$ cat config.mk
export PLATFORM = sky130hd
export DESIGN_NAME = parametros_hacia_rtc
export DESIGN_NICKNAME = d
export VERILOG_FILES = /design/src/rtl/parametros_hacia_rtc_pkg.sv /design/src/rtl/parametros_hacia_rtc_bcd_rango_chk.sv /design/src/rtl/parametros_hacia_rtc.sv
export SDC_FILE = /design/constraint.sdc
export NUM_CORES = 1
export LEC_CHECK = 0
export ABC_CLOCK_PERIOD_IN_PS = 5900
export CORE_MARGIN = 2
export CORE_UTILIZATION = 56
export CTS_CLUSTER_DIAMETER = 60
export CTS_CLUSTER_SIZE = 12
export DETAILED_ROUTE_END_ITERATION = 8
export PLACE_DENSITY = 0.86
export RECOVER_POWER = 50
export SYNTH_ARGS = -nofsm -noshare
export SYNTH_HDL_FRONTEND = slang
export SYNTH_SLANG_ARGS = --single-unit
$ cat constraint.sdc
create_clock -name clk -period 5.9 [get_ports clk]
set_input_delay 1.18 -clock clk [delete_from_list [all_inputs] [get_ports clk]]
set_output_delay 1.18 -clock clk [all_outputs]
set_load 0.02 [all_outputs]
$ cat src/rtl/parametros_hacia_rtc_pkg.sv
// rtl/parametros_hacia_rtc_pkg.sv - shared RTC address map, BCD limits and FSM encoding
package parametros_hacia_rtc_pkg;

  // RTC register addresses (shared with the capture path)
  localparam logic [7:0] ADDR_SEG       = 8'h21;
  localparam logic [7:0] ADDR_MIN       = 8'h22;
  localparam logic [7:0] ADDR_HORA      = 8'h23;
  localparam logic [7:0] ADDR_DIA       = 8'h24;
  localparam logic [7:0] ADDR_MES       = 8'h25;
  localparam logic [7:0] ADDR_ANIO      = 8'h26;
  localparam logic [7:0] ADDR_TMR_SEG   = 8'h41;
  localparam logic [7:0] ADDR_TMR_MIN   = 8'h42;
  localparam logic [7:0] ADDR_TMR_HORA  = 8'h43;
  localparam logic [7:0] ADDR_COMMIT    = 8'hF1;
  localparam logic [7:0] DATA_COMMIT    = 8'hF2;

  localparam int NUM_FIELDS = 9;
  localparam logic [3:0] LAST_INDEX = 4'd9;

  // Snapshot of the nine fields; element 0 = seconds ... element 8 = timer hours
  typedef logic [NUM_FIELDS-1:0][7:0] params_t;

  // BCD range limits in the same field order as params_t
  localparam params_t LIM_MIN = {8'h00, 8'h00, 8'h00, 8'h00, 8'h01, 8'h01, 8'h00, 8'h00, 8'h00};
  localparam params_t LIM_MAX = {8'h23, 8'h59, 8'h59, 8'h99, 8'h12, 8'h31, 8'h23, 8'h59, 8'h59};

  typedef enum logic [2:0] {
    ST_IDLE,
    ST_CHECK,
    ST_REQ,
    ST_GAP,
    ST_FINISH
  } state_t;

endpackage

$ cat src/rtl/parametros_hacia_rtc_bcd_rango_chk.sv
// rtl/parametros_hacia_rtc_bcd_rango_chk.sv - combinational BCD digit and range check
module bcd_rango_chk (
  input  logic [7:0] value,
  input  logic [7:0] min,
  input  logic [7:0] max,
  output logic       ok
);

  logic digits_ok;

  // Valid BCD digits keep the byte monotonic, so plain compares give the range test
  assign digits_ok = (value[7:4] <= 4'd9) && (value[3:0] <= 4'd9);
  assign ok = digits_ok && (value >= min) && (value <= max);

endmodule

$ cat src/rtl/parametros_hacia_rtc.sv
// rtl/parametros_hacia_rtc.sv - latches, range-checks and writes RTC parameters over req/ack
module parametros_hacia_rtc
  import parametros_hacia_rtc_pkg::*;
#(
  parameter int         TIMEOUT_CYC = 255,
  parameter logic [7:0] COMMIT_ADDR = ADDR_COMMIT,
  parameter logic [7:0] COMMIT_DATA = DATA_COMMIT
) (
  input  logic       clk,
  input  logic       rst,
  input  logic       start,
  input  logic [7:0] s_w,
  input  logic [7:0] m_w,
  input  logic [7:0] h_w,
  input  logic [7:0] d_w,
  input  logic [7:0] me_w,
  input  logic [7:0] a_w,
  input  logic [7:0] st_w,
  input  logic [7:0] mt_w,
  input  logic [7:0] ht_w,
  output logic       wr_req,
  output logic [7:0] wr_addr,
  output logic [7:0] wr_data,
  input  logic       wr_ack,
  output logic       busy,
  output logic       done,
  output logic       err
);

  localparam logic [7:0] TO_LAST = 8'(TIMEOUT_CYC - 1);

  state_t     state, state_n;
  logic [3:0] idx, idx_n;
  logic [7:0] cnt, cnt_n;
  params_t    snap, snap_n;
  logic       wr_req_n, busy_n, done_n, err_n;
  logic [7:0] addr_n, data_n;
  logic [NUM_FIELDS-1:0] ok_vec;
  logic       all_ok;

  // One range checker per latched field
  for (genvar i = 0; i < NUM_FIELDS; i++) begin : g_chk
    bcd_rango_chk u_chk (
      .value (snap[i]),
      .min   (LIM_MIN[i]),
      .max   (LIM_MAX[i]),
      .ok    (ok_vec[i])
    );
  end

  assign all_ok = &ok_vec;

  // Next-state and next-output logic; outputs are registered from these values
  always_comb begin
    state_n  = state;
    idx_n    = idx;
    cnt_n    = cnt;
    snap_n   = snap;
    wr_req_n = 1'b0;
    busy_n   = busy;
    done_n   = 1'b0;
    err_n    = 1'b0;
    case (state)
      ST_IDLE: begin
        if (start) begin
          snap_n  = {ht_w, mt_w, st_w, a_w, me_w, d_w, h_w, m_w, s_w};
          busy_n  = 1'b1;
          state_n = ST_CHECK;
        end
      end
      ST_CHECK: begin
        if (all_ok) begin
          idx_n    = 4'd0;
          cnt_n    = 8'd0;
          wr_req_n = 1'b1;
          state_n  = ST_REQ;
        end else begin
          err_n   = 1'b1;
          busy_n  = 1'b0;
          state_n = ST_IDLE;
        end
      end
      ST_REQ: begin
        if (wr_ack) begin
          cnt_n   = 8'd0;
          state_n = ST_GAP;
        end else if (cnt == TO_LAST) begin
          cnt_n   = 8'd0;
          idx_n   = 4'd0;
          err_n   = 1'b1;
          busy_n  = 1'b0;
          state_n = ST_IDLE;
        end else begin
          cnt_n    = cnt + 8'd1;
          wr_req_n = 1'b1;
        end
      end
      ST_GAP: begin
        // The idle cycle between writes keeps a held-high ack from counting twice
        if (idx == LAST_INDEX) begin
          done_n  = 1'b1;
          busy_n  = 1'b0;
          state_n = ST_FINISH;
        end else begin
          idx_n    = idx + 4'd1;
          wr_req_n = 1'b1;
          state_n  = ST_REQ;
        end
      end
      ST_FINISH: begin
        idx_n   = 4'd0;
        state_n = ST_IDLE;
      end
      default: state_n = ST_IDLE;
    endcase
  end

  // Ten-entry address/data mux on the index the next request will carry
  always_comb begin
    addr_n = 8'h00;
    data_n = 8'h00;
    if (wr_req_n) begin
      case (idx_n)
        4'd0: begin addr_n = ADDR_SEG;      data_n = snap[0]; end
        4'd1: begin addr_n = ADDR_MIN;      data_n = snap[1]; end
        4'd2: begin addr_n = ADDR_HORA;     data_n = snap[2]; end
        4'd3: begin addr_n = ADDR_DIA;      data_n = snap[3]; end
        4'd4: begin addr_n = ADDR_MES;      data_n = snap[4]; end
        4'd5: begin addr_n = ADDR_ANIO;     data_n = snap[5]; end
        4'd6: begin addr_n = ADDR_TMR_SEG;  data_n = snap[6]; end
        4'd7: begin addr_n = ADDR_TMR_MIN;  data_n = snap[7]; end
        4'd8: begin addr_n = ADDR_TMR_HORA; data_n = snap[8]; end
        4'd9: begin addr_n = COMMIT_ADDR;   data_n = COMMIT_DATA; end
        default: begin addr_n = 8'h00;      data_n = 8'h00; end
      endcase
    end
  end

  // State, snapshot and registered outputs with synchronous reset
  always_ff @(posedge clk) begin
    if (rst) begin
      state   <= ST_IDLE;
      idx     <= 4'd0;
      cnt     <= 8'd0;
      snap    <= '0;
      wr_req  <= 1'b0;
      wr_addr <= 8'h00;
      wr_data <= 8'h00;
      busy    <= 1'b0;
      done    <= 1'b0;
      err     <= 1'b0;
    end else begin
      state   <= state_n;
      idx     <= idx_n;
      cnt     <= cnt_n;
      snap    <= snap_n;
      wr_req  <= wr_req_n;
      wr_addr <= addr_n;
      wr_data <= data_n;
      busy    <= busy_n;
      done    <= done_n;
      err     <= err_n;
    end
  end

endmodule

==> metrics.txt <==
Max-cap violations=1; multi-input logic area=0.00252 mm²; Detailed Route WL=12600 µm; Finished Layout Cells=783; Yosys reg bits=105; Final setup viols=0; status=complete, but fails checks; row cnt=33; final antenna-violating net count=0; P&R area growth vs syn=22.2%; die area=0.00939 mm²; fillers=698; CP max FO=72; cells after synthesis=605; Top-Level Pins=96; Hold Crit Class=register to register; synthesized area=0.00483 mm²; clk sinks=105; Reg clk slew, reported paths=0.10 ns; Post-CTS Setup Inserts=0; Port Buffer Count=94; initial antenna violation count=1; Register Area=0.00210 mm²; Post-synth EDFFs=0; Via density=5.83; Vias=4563; Slew Limit Headroom=-120%; TritonCTS clock tree=built; total track usage=26.4%; unrepaired setup endpoints after global routing=no; routability cong.=0.973; Fin Setup TNS=0 ns; final clock skew=0.00896 ns; largest net degree at the start of global routing=84; sequential area share after synthesis=43.5%; final period utilization=75.2%; core footprint=0.00830 mm²; Yosys warning count=0; dpl hpwl=9110 µm; Max Root-Sink Buffers=2; Mapped Avg Cell Area=7.99 µm²; power per cell area=246 mW/mm²; drt pass-1 iters=6; # DRC=0; CTS hold repair buffers=0; final hold violation count=0; Crit Path Class=primary input to register; Post-Place Cells=766; Initial DRC Count=318; first-pass GRT wire length=20400 µm; Distinct cells, synth=57; synthesized net count=685; vias in the first global route=4251; CTS H-tree lvls=3; failing checks=max-capacitance violations, max-slew violations; TritonCTS Buffers=9; layout cells sized above 1=5.32%; fin crit period=4.43 ns; leakage=2.31 nW; nets=752; fraction of registers with async set/reset=0%; most frequent cells in the layout=153 x nand2_1, 105 x dfxtp_1, 99 x a21oi_1, 72 x clkdlybuf4s50_1, 32 x nor2_1; post-CTS sizing=0; Peak VDD IR=0.133 mV; chip height=96.9 µm; WL per Instance=16.1 µm; Skew-Pair Late Insertion Delay=0.37 ns; measured slew at the worst slew-check pin=3.30 ns; Die Span X=96.9 µm; most common cell after layout, fill and taps aside=nand2_1; crit end category=register; GR Overflow Total=0; Root Driver=clkbuf_8; Initial Util=58.2%; startpoint types=primary input; Slew Limit Fails=73; Max Freq=226 MHz; Top FF cell, synth=dfxtp_1; Worst Path Arrival=4.73 ns; WP data required=6.19 ns
synthesized netlist by cell type, types with 2 or more instances:
library cell,number,area share [%]
a21oi_1,99,10
o21ai_0,13,1.3
a31o_2,2,0.36
o211a_1,3,0.62
and3_1,3,0.39
buf_2,6,0.62
nand3_1,4,0.41
clkbuf_1,30,2.3
and2_1,2,0.26
mux2_2,4,0.93
nor2_1,32,2.5
nand3b_1,3,0.47
o22a_1,3,0.54
o21a_1,6,0.93
nor3b_1,3,0.47
o22ai_1,7,0.91
a31oi_1,3,0.39
nand2_1,154,12
nor3_1,9,0.93
nand4_1,9,1.2
dfxtp_1,105,43
a22oi_1,7,1.1
nor2b_1,5,0.65
mux2i_1,26,5.4
nand2b_1,6,0.78
a2bb2oi_1,5,0.91
or3_1,2,0.26
a211oi_1,2,0.31
xor2_1,7,1.3
o211ai_1,4,0.62
inv_1,5,0.39
buf_6,2,0.47
nor4_1,3,0.39
ha_1,4,1.0
a21o_1,4,0.62
buf_4,2,0.31
power breakdown:
part	internal, mW	switching (mW)
logic	0.118	0.127
registers	0.751	0.0445
clock network	0.157	0.258
total	1.03	0.430
path summary, 6_finish.rpt:
check	start	endpoint	slack, ns	cells past startpoint
max	start	snap[45]$_SDFFE_PP0P_	1.47	4
min	snap[60]$_SDFFE_PP0P_	snap[60]$_SDFFE_PP0P_	0.46	2
max reg2reg	state[0]$_SDFFE_PP0P_	snap[45]$_SDFFE_PP0P_	2.09	4
min reg2reg	snap[60]$_SDFFE_PP0P_	snap[60]$_SDFFE_PP0P_	0.46	2
routing by layer:
layer	share of wire, %	global-route usage (%)
met1	44	33.3
met5	0	0
met4	3.4	10.9
met2	48	44.6
met3	5.2	4.48
kinds of logic after synthesis:
group | after synthesis | share of synthesized area, %
AOI/OAI and AO/OA | 167 | 20.8
other | 1 | 0.0776
and+or+nand+nor | 244 | 22.7
adders and majority gates | 4 | 1.04
xor gates and xnor gates | 8 | 1.45
DFF | 105 | 43.5
buffers and inverters | 46 | 4.19
muxes | 30 | 6.32
worst max-delay path: stages:
cell	delay (ns)
dlygate4sd3_1	0.61
and2_0	2.39
nand2_1	0.27
a21oi_1	0.24
cell type report:
type | count | area share, %
Tap cell | 105 | 2.22
Timing Repair Buffer | 97 | 16.2
Clock inverter | 7 | 0.868
Antenna cell | 1 | 0.0424
Clock buffer | 9 | 2.10
Multi-Input combinational cell | 454 | 42.6
Sequential cell | 105 | 35.6
Inverter | 5 | 0.318
state kept, by name, summed over array words and instances (netlist names):
| signal | count |
|---|---|
| snap | 72 |
| busy | 1 |
| state | 3 |
| cnt | 8 |
| idx | 4 |
| wr_addr | 6 |
| wr_data | 8 |
| done | 1 |
| err | 1 |
| wr_req | 1 |
stage by stage:
stage	instance area, µm²	utilization, %	setup slack [ns]	hold slack [ns]	power (mW)
2_1_floorplan	4830	-	2.62	0.433	0.954
3_3_place_gp	5740	69.2	1.80	0.449	1.04
3_5_place_dp	5740	69.2	1.72	0.448	1.05
4_1_cts	5920	71.3	2.07	0.461	1.45
5_1_grt	5900	71.1	1.02	0.478	1.51
6_report	5910	71.2	1.47	0.463	1.46
(Power assumes the default switching activity.)
